File: config.mk
export PLATFORM = sky130hd
export DESIGN_NAME = branch_predictor_bht
export DESIGN_NICKNAME = d
export VERILOG_FILES = /design/src/rtl/branch_predictor_bht.sv
export SDC_FILE = /design/constraint.sdc
export NUM_CORES = 1
export LEC_CHECK = 0
export ABC_CLOCK_PERIOD_IN_PS = 8050
export CAP_MARGIN = 20
export CORE_ASPECT_RATIO = 1.4
export CORE_MARGIN = 2
export CORE_UTILIZATION = 45
export CTS_BUF_LIST = sky130_fd_sc_hd__clkbuf_2 sky130_fd_sc_hd__clkbuf_4 sky130_fd_sc_hd__clkbuf_8
export CTS_CLUSTER_DIAMETER = 100
export DETAILED_ROUTE_END_ITERATION = 16
export SLEW_MARGIN = 15
export SYNTH_ARGS = -nofsm -noshare
export SYNTH_HDL_FRONTEND = slang
export SYNTH_SLANG_ARGS = --single-unit
File: constraint.sdc
create_clock -name clk -period 8.05 [get_ports clk]
set_input_delay 1.61 -clock clk [delete_from_list [all_inputs] [get_ports clk]]
set_output_delay 1.61 -clock clk [all_outputs]
set_load 0.02 [all_outputs]
File: src/rtl/branch_predictor_bht.sv
// Bimodal branch history table of 2-bit saturating counters with misprediction statistics.
// Define BHT_GSHARE_EN to XOR a non-speculative global history register into the index.
module branch_predictor_bht #(
  parameter int IDX_W = 6,
  parameter int PC_W  = 32,
  parameter int CNT_W = 16
) (
  input  logic             clk,
  input  logic             reset_n,
  input  logic [PC_W-1:0]  pc_IF,
  input  logic             is_branch_IF,
  output logic             prediction_IF,
  output logic [IDX_W-1:0] pred_idx_IF,
  input  logic             upd_valid,
  input  logic [IDX_W-1:0] upd_idx,
  input  logic             upd_taken,
  input  logic             upd_mispredict,
  output logic [CNT_W-1:0] mispredict_cnt,
  output logic [CNT_W-1:0] branch_cnt
);

  localparam int DEPTH = 1 << IDX_W;

  typedef enum logic [1:0] {
    SNT = 2'b00,
    WNT = 2'b01,
    WT  = 2'b10,
    ST  = 2'b11
  } ctr_e;

  logic [1:0]       ctr [DEPTH];
  ctr_e             ctr_cur;
  ctr_e             ctr_next;
  logic [IDX_W-1:0] idx;

  // Word-aligned fetch: low two bits and bits above the index never select an entry.
  logic unused_pc;
  assign unused_pc = ^{pc_IF[PC_W-1:IDX_W+2], pc_IF[1:0]};

`ifdef BHT_GSHARE_EN
  logic [IDX_W-1:0] ghr;

  always_ff @(posedge clk or negedge reset_n) begin
    if (!reset_n) begin
      ghr <= '0;
    end else if (upd_valid) begin
      ghr <= {ghr[IDX_W-2:0], upd_taken};
    end
  end

  assign idx = pc_IF[IDX_W+1:2] ^ ghr;
`else
  assign idx = pc_IF[IDX_W+1:2];
`endif

  // Lookup reads the registered table, so a same-cycle update is seen only next cycle.
  assign pred_idx_IF   = idx;
  assign prediction_IF = is_branch_IF & ctr[idx][1];

  // NOTE: ctr_next gets a default before the case so no path leaves it unassigned (no latch).
  always_comb begin
    ctr_cur  = ctr_e'(ctr[upd_idx]);
    ctr_next = ctr_cur;
    case (ctr_cur)
      SNT:     ctr_next = upd_taken ? WNT : SNT;
      WNT:     ctr_next = upd_taken ? WT  : SNT;
      WT:      ctr_next = upd_taken ? ST  : WNT;
      ST:      ctr_next = upd_taken ? ST  : WT;
      default: ctr_next = WNT;
    endcase
  end

  // NOTE: the table is flops, not RAM, so every entry can take the weakly-not-taken reset value.
  always_ff @(posedge clk or negedge reset_n) begin
    if (!reset_n) begin
      for (int i = 0; i < DEPTH; i++) begin
        ctr[i] <= WNT;
      end
    end else if (upd_valid) begin
      // NOTE: non-blocking so the lookup this cycle still sees the old counter value.
      ctr[upd_idx] <= ctr_next;
    end
  end

  always_ff @(posedge clk or negedge reset_n) begin
    if (!reset_n) begin
      branch_cnt     <= '0;
      mispredict_cnt <= '0;
    end else if (upd_valid) begin
      if (branch_cnt != '1) begin
        branch_cnt <= branch_cnt + CNT_W'(1);
      end
      if (upd_mispredict && (mispredict_cnt != '1)) begin
        mispredict_cnt <= mispredict_cnt + CNT_W'(1);
      end
    end
  end

endmodule

==> results of run 1 <==
per-layer routing:
layer	up-vias	share of wire (%)
li1	3027	-
met1	3241	41
met2	206	51
met3	48	4.7
met4	2	3.4
met5	-	0.064
cells in the final DEF, fill, tap and decap left out, types with 13 or more instances in the layout:
cell,instances
nand2_1,219
clkdlybuf4s50_1,54
nor2_1,24
mux2i_1,21
nand3_1,20
mux4_2,26
xnor2_1,20
clkbuf_8,18
dfrtp_1,96
buf_4,13
dfstp_2,64
o31ai_2,59
o31ai_1,68
cell families (layout without fill, tap and decap cells):
logic type / after synthesis / in the layout / share of synthesized area, %
flip-flops: 160 / 160 / 45.2
adder cells (fa/ha/maj): 2 / 2 / 0.277
AND/OR/NAND/NOR: 310 / 310 / 14.9
buffers and inverters: 70 / 113 / 6.25
AO/OA/AOI/OAI: 179 / 179 / 19.1
multiplexers: 60 / 60 / 11.3
XOR/XNOR: 30 / 30 / 2.91
worst max-delay path: cells and delay by family:
family | cells | cell delay, ns
buf+inv | 2 | 1.72
simple gates | 1 | 0.16
mux | 3 | 1.44
power breakdown:
| part | switching, W | internal (W) |
|---|---|---|
| Clock | 0.000299 | 0.000323 |
| Combinational | 0.000282 | 0.000198 |
| Sequential | 0.0000905 | 0.000945 |
state kept, by name, summed over array words and instances (netlist names):
signal	cells
branch_cnt	16
mispredict_cnt	16
ctr	128
area by class of cell:
cell class | instances | area share [%]
sequential | 160 | 41.2
multi-input combinational | 581 | 44.4
inverter | 11 | 0.416
timing repair buffer | 70 | 6.71
clock buffer | 21 | 2.72
tap | 252 | 3.18
clock inverter | 11 | 1.42
worst paths after layout:
kind	to	slack [ns]	depth (start not counted)
max	prediction_IF	1.50	6
min	ctr[0]	0.47	2
max reg2reg	ctr[21]	4.68	7
min reg2reg	ctr[0]	0.47	2
max in group asynchronous	mispredict_cnt[6]	5.41	2
min in group asynchronous	ctr[99]	1.17	1
metrics by stage:
stage	util [%]	hold WS, ns	instance area (µm²)	setup slack (ns)
2_1_floorplan	-	0.449	9030	2.76
3_3_place_gp	48.0	0.458	9490	1.57
3_5_place_dp	48.1	0.463	9510	1.55
4_1_cts	50.2	0.475	9920	1.54
5_1_grt	50.2	0.486	9920	1.47
6_report	50.2	0.471	9920	1.50
==> reports/summary.txt, run 1 <==
PD cells: 215 mW/mm²
Fin crit period: 6.55 ns
Final count of hold timing violations: 0
Global-route met1 utilization: 30.0%
CTS sink count: 160
First-pass GRT wire length: 38100 µm
Vias: 6524
M3 GR Usage: 4.21%
Yosys cell types: 71
Most used routing layer: met2
N_diodes: 0
Finished Layout Cells: 1106
# rows: 61
Sequential share of the synthesized area: 45.2%
Worst-path clk slew: 0.09 ns
P_leak: 3.86 nW
CP Capture Type: output pin
H-tree depth: 4
NumNets Final: 887
Startpoint types: input port
CTS Hold Bufs: 0
Setup Buffers After CTS: 0
Synth area leaders: dfrtp_1, dfstp_2, nand2_1, o31ai_2, mux4_2
Final period util: 81.3%
Drt initial violations: 437
Slew margin rel.: 22.3%
Mapped Area: 0.00903 mm²
Final setup violation count: 0
Asr flop ratio synth: 100%
Starting density of the core: 45.7%
Final-report max-slew violation count: 0
Setup TNS: 0 ns
CTS Buffer Depth: 2
HPWL Detailed: 15600 µm
Clk_lat worst skew: 0.46 ns
CP Launch Point: pc_IF[3]
Critical path type: input port to output pin
Worst-Margin Slew: 1.16 ns
Most frequent cell after synthesis: nand2_1
Die Footprint: 0.0212 mm²
GR Overflow Total: 0
Die Wd: 124 µm
Routed wire per std cell: 21.2 µm
Final Routed Wirelength: 23500 µm
Worst reg2reg path startpoint: ctr[99]
Synth warn: 0
Peak supply drop: 0.145 mV
Post-CTS Resized: 0
Register bit total from synthesis: 160
Syn_area_per_cell: 11.1 µm²
Outcome: finished, final reports clean
Cells after Synth: 811
Drt pass-1 iters: 5
Worst EP arrival: 4.94 ns
Layout area overhead: 9.89%
Critical-path cell list: clkdlybuf4s50_1 > mux4_2 > mux4_2 > mux4_2 > and2_1 > clkdlybuf4s50_1
Met2 Track Usage GR: 40.0%
Mapped Nets: 857
Total area of sequential cells: 0.00408 mm²
Max FO, Critical Path: 17
Area of the multi-input gates: 0.00441 mm²
Placed insts: 1074
Top cell type's share of synthesized area: 26.6%
Overall power: 0.00214 W
RSZ-0062 raised after global routing: no
Root buf cell: clkbuf_8
F_max: 153 MHz
Slowest CP cell: clkdlybuf4s50_1
GP Congestion: 0.888
CTS buffer count: 17
DRC violations left: 0
# IOs: 83
Post-synth EDFFs: 0
Fill cells: 1741
Pin count of the biggest net entering global routing: 86
Max-cap violation count: 0
Most frequent cells after synthesis: nand2_1, dfrtp_1, o31ai_1
Worst hold path type: flop to flop
Initial antenna violation count: 1
CP Data Required Time: 6.44 ns
Final Skew: 0.0152 ns
Core Region: 0.0198 mm²
Die Height: 172 µm
Routed vias/inst: 5.90
Crit path top cell by count: mux4_2
Synth Flop Type: dfrtp_1
Synth area leader: dfrtp_1
I/O Buffers: 56
Layout cells sized above 1: 26.0%
Hold path startpoint: ctr[0]
CTS tree: built
Vias in the first global route: 6828
Tot GR Track Use: 23.7%
Largest stage delay on the critical path: 1.19 ns
Post-route ant nets: 0
Power figures use the tool's default switching activity.
==> run 2: changes to the inputs <==
- ABC_CLOCK_PERIOD_IN_PS: 8050 -> 6000
- PLACE_DENSITY: not set -> 0.67
- clock period: 8.05 -> 6 ns (I/O delays scaled with it)
==> run 2 against run 1 <==
Utilization rose by 0.34 points; via count rose by 0.12%; critical endpoint unchanged; clock power increased by 33%; final cell count about the same; highest routed layer unchanged; total power increased by 34%.
==> reports/summary.txt, run 2 (synthesis results as in run 1) <==
H-tree depth: 4 (unchanged)
PD cells: 287 mW/mm² (+33%)
Area after DPL: 0.00958 mm² (+0.75%)
Clk_lat worst skew: 0.47 ns (about the same)
Finished Layout Cells: 1107 (+0.090%)
Die Footprint: 0.0212 mm² (unchanged)
First-pass GRT wire length: 36700 µm (-3.7%)
Vias: 6532 (+0.12%)
Final Skew: 0.0165 ns (+0.00136 ns)
CTS buffer count: 17 (unchanged)
Vias in the first global route: 6674 (-2.3%)
GP Congestion: 0.823 (-7.3%)
Max-cap violation count: 0 (unchanged)
Placed insts: 1076 (+0.19%)
Starting density of the core: 45.7% (unchanged)
Tot GR Track Use: 22.9% (-0.80 points)
CTS Hold Bufs: 0 (unchanged)
# IOs: 83 (unchanged)
Overall power: 0.00287 W (+34%)
N_diodes: 0 (unchanged)
Setup Buffers After CTS: 0 (unchanged)
Peak supply drop: 0.202 mV (+40%)
P_leak: 3.88 nW (+0.53%)
CP Data Required Time: 4.80 ns (-1.64 ns)
Post-CTS Resized: 0 (unchanged)
Pin count of the biggest net entering global routing: 65 (-24%)
Worst-path clk slew: 0.08 ns (about the same)
Worst-Margin Slew: 1.12 ns (-0.0370 ns)
Pre-CTS setup slack: 0.627 ns (-0.920 ns)
Post-route ant nets: 0 (unchanged)
Design Area, Final: 0.00999 mm² (+0.67%)
Worst EP arrival: 4.17 ns (-0.77 ns)
Drt initial violations: 573 (+31%)
Final Routed Wirelength: 22900 µm (-2.6%)
RSZ-0062 raised after global routing: no
CTS tree: built
Final setup violation count: 0 (unchanged)
Setup TNS: 0 ns (unchanged)
Commonest non-fill, non-tap cell in the layout: nand2_1
Outcome: finished, final reports clean
Slew margin rel.: 24.7% (+2.5 points)
Worst setup margin: 0.630 ns (-0.872 ns)
CTS sink count: 160 (unchanged)
Most frequent cells in the layout: nand2_1, dfrtp_1, o31ai_1
Drt pass-1 iters: 4 (-1)
# rows: 61 (unchanged)
Fin crit period: 5.37 ns
GR Overflow Total: 0 (unchanged)
Final-report max-slew violation count: 0 (unchanged)
Root buf cell: clkbuf_8
Layout area overhead: 10.6%
CTS Buffer Depth: 2 (unchanged)
Final period util: 89.5%
Biggest register: ctr
Biggest regs: ctr (128), branch_cnt (16), mispredict_cnt (16)
I/O Buffers: 56 (unchanged)
Critical path type: input port to output pin
Routed wire per std cell: 20.6 µm (-2.7%)
Layout cells sized above 1: 26.0% (-0.030 points)
Routed vias/inst: 5.90 (about the same)
Die Wd: 124 µm (unchanged)
Worst hold path type: flop to flop
CP Capture Type: output pin
F_max: 186 MHz
NumNets Final: 889 (+0.23%)
Max reg flops: 128 (unchanged)
Die Height: 172 µm (unchanged)
DRC violations left: 0 (unchanged)
Startpoint types: input port
Core Region: 0.0198 mm² (unchanged)
HPWL Detailed: 15100 µm (-2.8%)
Max FO, Critical Path: 17 (unchanged)
Fill cells: 1786 (+2.6%)
Initial antenna violation count: 1 (unchanged)
Final count of hold timing violations: 0 (unchanged)
[run 2: metal layers]
metal,track usage [%],up-vias,routed length [µm]
met3,4.08,46,1170
li1,-,3041,-
met4,9.83,2,754
met1,28.3,3229,9260
met2,38.9,214,11700
met5,0,-,13
[run 2: final timing paths]
check / start / to / slack, ns / cells past startpoint
min in group asynchronous: reset_n / ctr[113] / 0.70 / 1
worst min-delay path: ctr[86] / ctr[86] / 0.47 / 2
worst max-delay path: pc_IF[2] / prediction_IF / 0.63 / 7
max in group asynchronous: reset_n / ctr[1] / 4.17 / 2
worst max register to register: ctr[65] / ctr[34] / 2.93 / 8
worst min register to register: ctr[86] / ctr[86] / 0.47 / 2
[run 2: layout make-up]
class,instances,area [µm²],area share (%)
repair buffers,72,739,7.40
clock inverters,13,165,1.65
well taps,252,315,3.16
clock buffers,18,241,2.42
flip-flops and latches,160,4080,40.9
multi-input cells,581,4400,44.1
inverters,11,41.3,0.413
[run 2: power by group]
group | internal (W) | switching (W) | leakage, nW
Sequential | 0.00127 | 0.000119 | 1.96
Combinational | 0.000277 | 0.000379 | 1.72
Clock | 0.000414 | 0.000413 | 0.195
[run 2: critical path: stages]
cell and delay, ns:
clkdlybuf4s50_1 0.51, buf_12 0.21, mux4_2 0.54, mux4_2 0.55
mux4_2 0.47, and2_1 0.17, clkdlybuf4s50_1 0.53
[run 2: stage by stage]
stage	utilization, %	hold slack, ns
after floorplan	-	0.449
after global placement	48.5	0.455
after detailed placement	48.5	0.462
after CTS	50.5	0.475
after global routing	50.5	0.486
final	50.5	0.471
==> run 3: changes to the inputs <==
- CORE_UTILIZATION: 45 -> 35
- PLACE_DENSITY: 0.67 -> not set
==> run 3 against run 2 <==
Via count down 0.21%; global-route usage down 5.3 points; sequential cell count unchanged; critical path type unchanged; largest cell class unchanged.
==> reports/summary.txt, run 3 (synthesis results as in run 1) <==
Biggest register: ctr
# rows: 69 (+13%)
Core Region: 0.0254 mm² (+28%)
GP Congestion: 0.825 (+0.19%)
Drt initial violations: 297 (-48%)
Final-report max-slew violation count: 0 (unchanged)
Worst-path clk slew: 0.09 ns (about the same)
Final count of hold timing violations: 0 (unchanged)
Die Wd: 140 µm (+13%)
CP Data Required Time: 4.80 ns (about the same)
Commonest non-fill, non-tap cell in the layout: nand2_1
Outcome: finished, final reports clean
CTS tree: built
CTS Buffer Depth: 2 (unchanged)
Slew margin rel.: 20.1% (-4.7 points)
H-tree depth: 4 (unchanged)
First-pass GRT wire length: 37200 µm (+1.3%)
Final Skew: 0.0155 ns (-0.00101 ns)
Routed vias/inst: 5.55 (-6.0%)
Drt pass-1 iters: 5 (+1)
Startpoint types: input port
CTS buffer count: 17 (unchanged)
Layout area overhead: 12.2%
Most frequent cells in the layout: nand2_1, dfrtp_1, o31ai_1
Max FO, Critical Path: 16 (-1)
PD cells: 295 mW/mm² (+2.6%)
CP top delay family: multiplexers
Worst reg2reg path startpoint: ctr[51]
Slowest CP cell: mux4_2
Layout cells sized above 1: 26.1% (+0.086 points)
CP Launch Point: pc_IF[2]
Placed insts: 1143 (+6.2%)
Critical path type: input port to output pin
Pre-CTS setup slack: 0.577 ns (-0.0496 ns)
Initial antenna violation count: 0 (-1)
Pin count of the biggest net entering global routing: 77 (+18%)
Starting density of the core: 35.6% (-10 points)
F_max: 185 MHz (-0.49%)
Max-cap violation count: 0 (unchanged)
GR Overflow Total: 0 (unchanged)
Worst-Margin Slew: 1.19 ns (+0.0680 ns)
Final setup violation count: 0 (unchanged)
Largest stage delay on the critical path: 0.54 ns (about the same)
I/O Buffers: 56 (unchanged)
# IOs: 83 (unchanged)
Peak supply drop: 0.230 mV (+14%)
Die Footprint: 0.0271 mm² (+28%)
Hold path startpoint: ctr[106]
Worst hold path type: flop to flop
Max reg flops: 128 (unchanged)
Final period util: 90.0% (+0.44 points)
CTS Hold Bufs: 0 (unchanged)
DRC violations left: 0 (unchanged)
Tot GR Track Use: 17.5% (-5.3 points)
Post-route ant nets: 0 (unchanged)
CTS sink count: 160 (unchanged)
CP bufs+invs: 3 (unchanged)
Finished Layout Cells: 1175 (+6.1%)
Worst EP arrival: 4.20 ns (+0.03 ns)
P_leak: 3.91 nW (+0.91%)
NumNets Final: 889 (unchanged)
Post-CTS Resized: 0 (unchanged)
Die Height: 194 µm (+13%)
N_diodes: 0 (unchanged)
RSZ-0062 raised after global routing: no
Final Routed Wirelength: 23300 µm (+2.1%)
HPWL Detailed: 15500 µm (+2.4%)
Vias in the first global route: 6474 (-3.0%)
Setup Buffers After CTS: 0 (unchanged)
Crit path top cell by count: mux4_2
Setup TNS: 0 ns (unchanged)
Fin crit period: 5.40 ns (+0.0266 ns)
Vias: 6518 (-0.21%)
Root buf cell: clkbuf_8
Clk_lat worst skew: 0.47 ns (about the same)
Worst setup margin: 0.603 ns (-0.0266 ns)
CP Capture Type: output pin
Routed wire per std cell: 19.9 µm (-3.8%)
R2R setup slack: 2.91 ns (-0.02 ns)
Biggest regs: ctr (128), branch_cnt (16), mispredict_cnt (16)
Critical-path cell list: clkdlybuf4s50_1 > buf_12 > mux4_2 > mux4_2 > mux4_2 > and2_1 > clkdlybuf4s50_1
-- run 3: changes by cell type in the layout (fill, tap and decap cells not counted) --
cell | before | now
bufinv_16 | 3 | 5
buf_4 | 11 | 12
clkinv_2 | 2 | 1
inv_6 | 1 | 2
buf_12 | 5 | 4
clkbuf_8 | 17 | 19
clkinv_4 | 3 | 2
clkinvlp_4 | 4 | 2
-- run 3: final cells by class --
type / instances / area (µm²)
Tap cell: 319 / 399
Multi-Input combinational cell: 581 / 4400
Inverter: 11 / 41.3
Clock buffer: 20 / 269
Sequential cell: 160 / 4080
Fill cell: 2488 / 15300
Clock inverter: 12 / 205
Timing Repair Buffer: 72 / 727
-- run 3: power by group --
part | switching [W] | internal (W) | leakage, nW | total, W
sequential | 0.000117 | 0.00127 | 1.96 | 0.00138
clock | 0.000429 | 0.000526 | 0.233 | 0.000954
combinational | 0.000372 | 0.000275 | 1.72 | 0.000647
total | 0.000918 | 0.00207 | 3.91 | 0.00299
-- run 3: final timing paths --
kind	endpoint	depth (start not counted)
setup / recovery	prediction_IF	7
hold / removal	ctr[106]	2
setup reg to reg	ctr[48]	7
hold reg to reg	ctr[106]	2
max in group asynchronous	ctr[59]	2
min in group asynchronous	mispredict_cnt[1]	1
-- run 3: worst reg2reg max path: cells and delay by family (launching register included) --
kind | cells | cell delay (ns)
buf+inv | 1 | 0.54
mux | 1 | 0.48
compound gates | 4 | 1.28
flops | 1 | 0.42
simple gates | 1 | 0.28
-- run 3: per-layer routing --
metal	track usage, %	wire length [µm]	up-vias
met4	7.04	787	0
met3	3.68	1270	43
met2	30.2	11800	209
li1	-	-	3043
met5	0	0	-
met1	21.4	9460	3223
-- run 3: metrics by stage --
| step | instance area [µm²] | power (W) | utilization (%) | hold slack (ns) |
|---|---|---|---|---|
| 2_1_floorplan | 9030 | 0.00184 | - | 0.449 |
| 3_3_place_gp | 9650 | 0.00205 | 38.0 | 0.457 |
| 3_5_place_dp | 9650 | 0.00206 | 38.0 | 0.463 |
| 4_1_cts | 10100 | 0.00302 | 39.9 | 0.474 |
| 5_1_grt | 10100 | 0.00313 | 39.9 | 0.486 |
| 6_report | 10100 | 0.00299 | 39.9 | 0.471 |
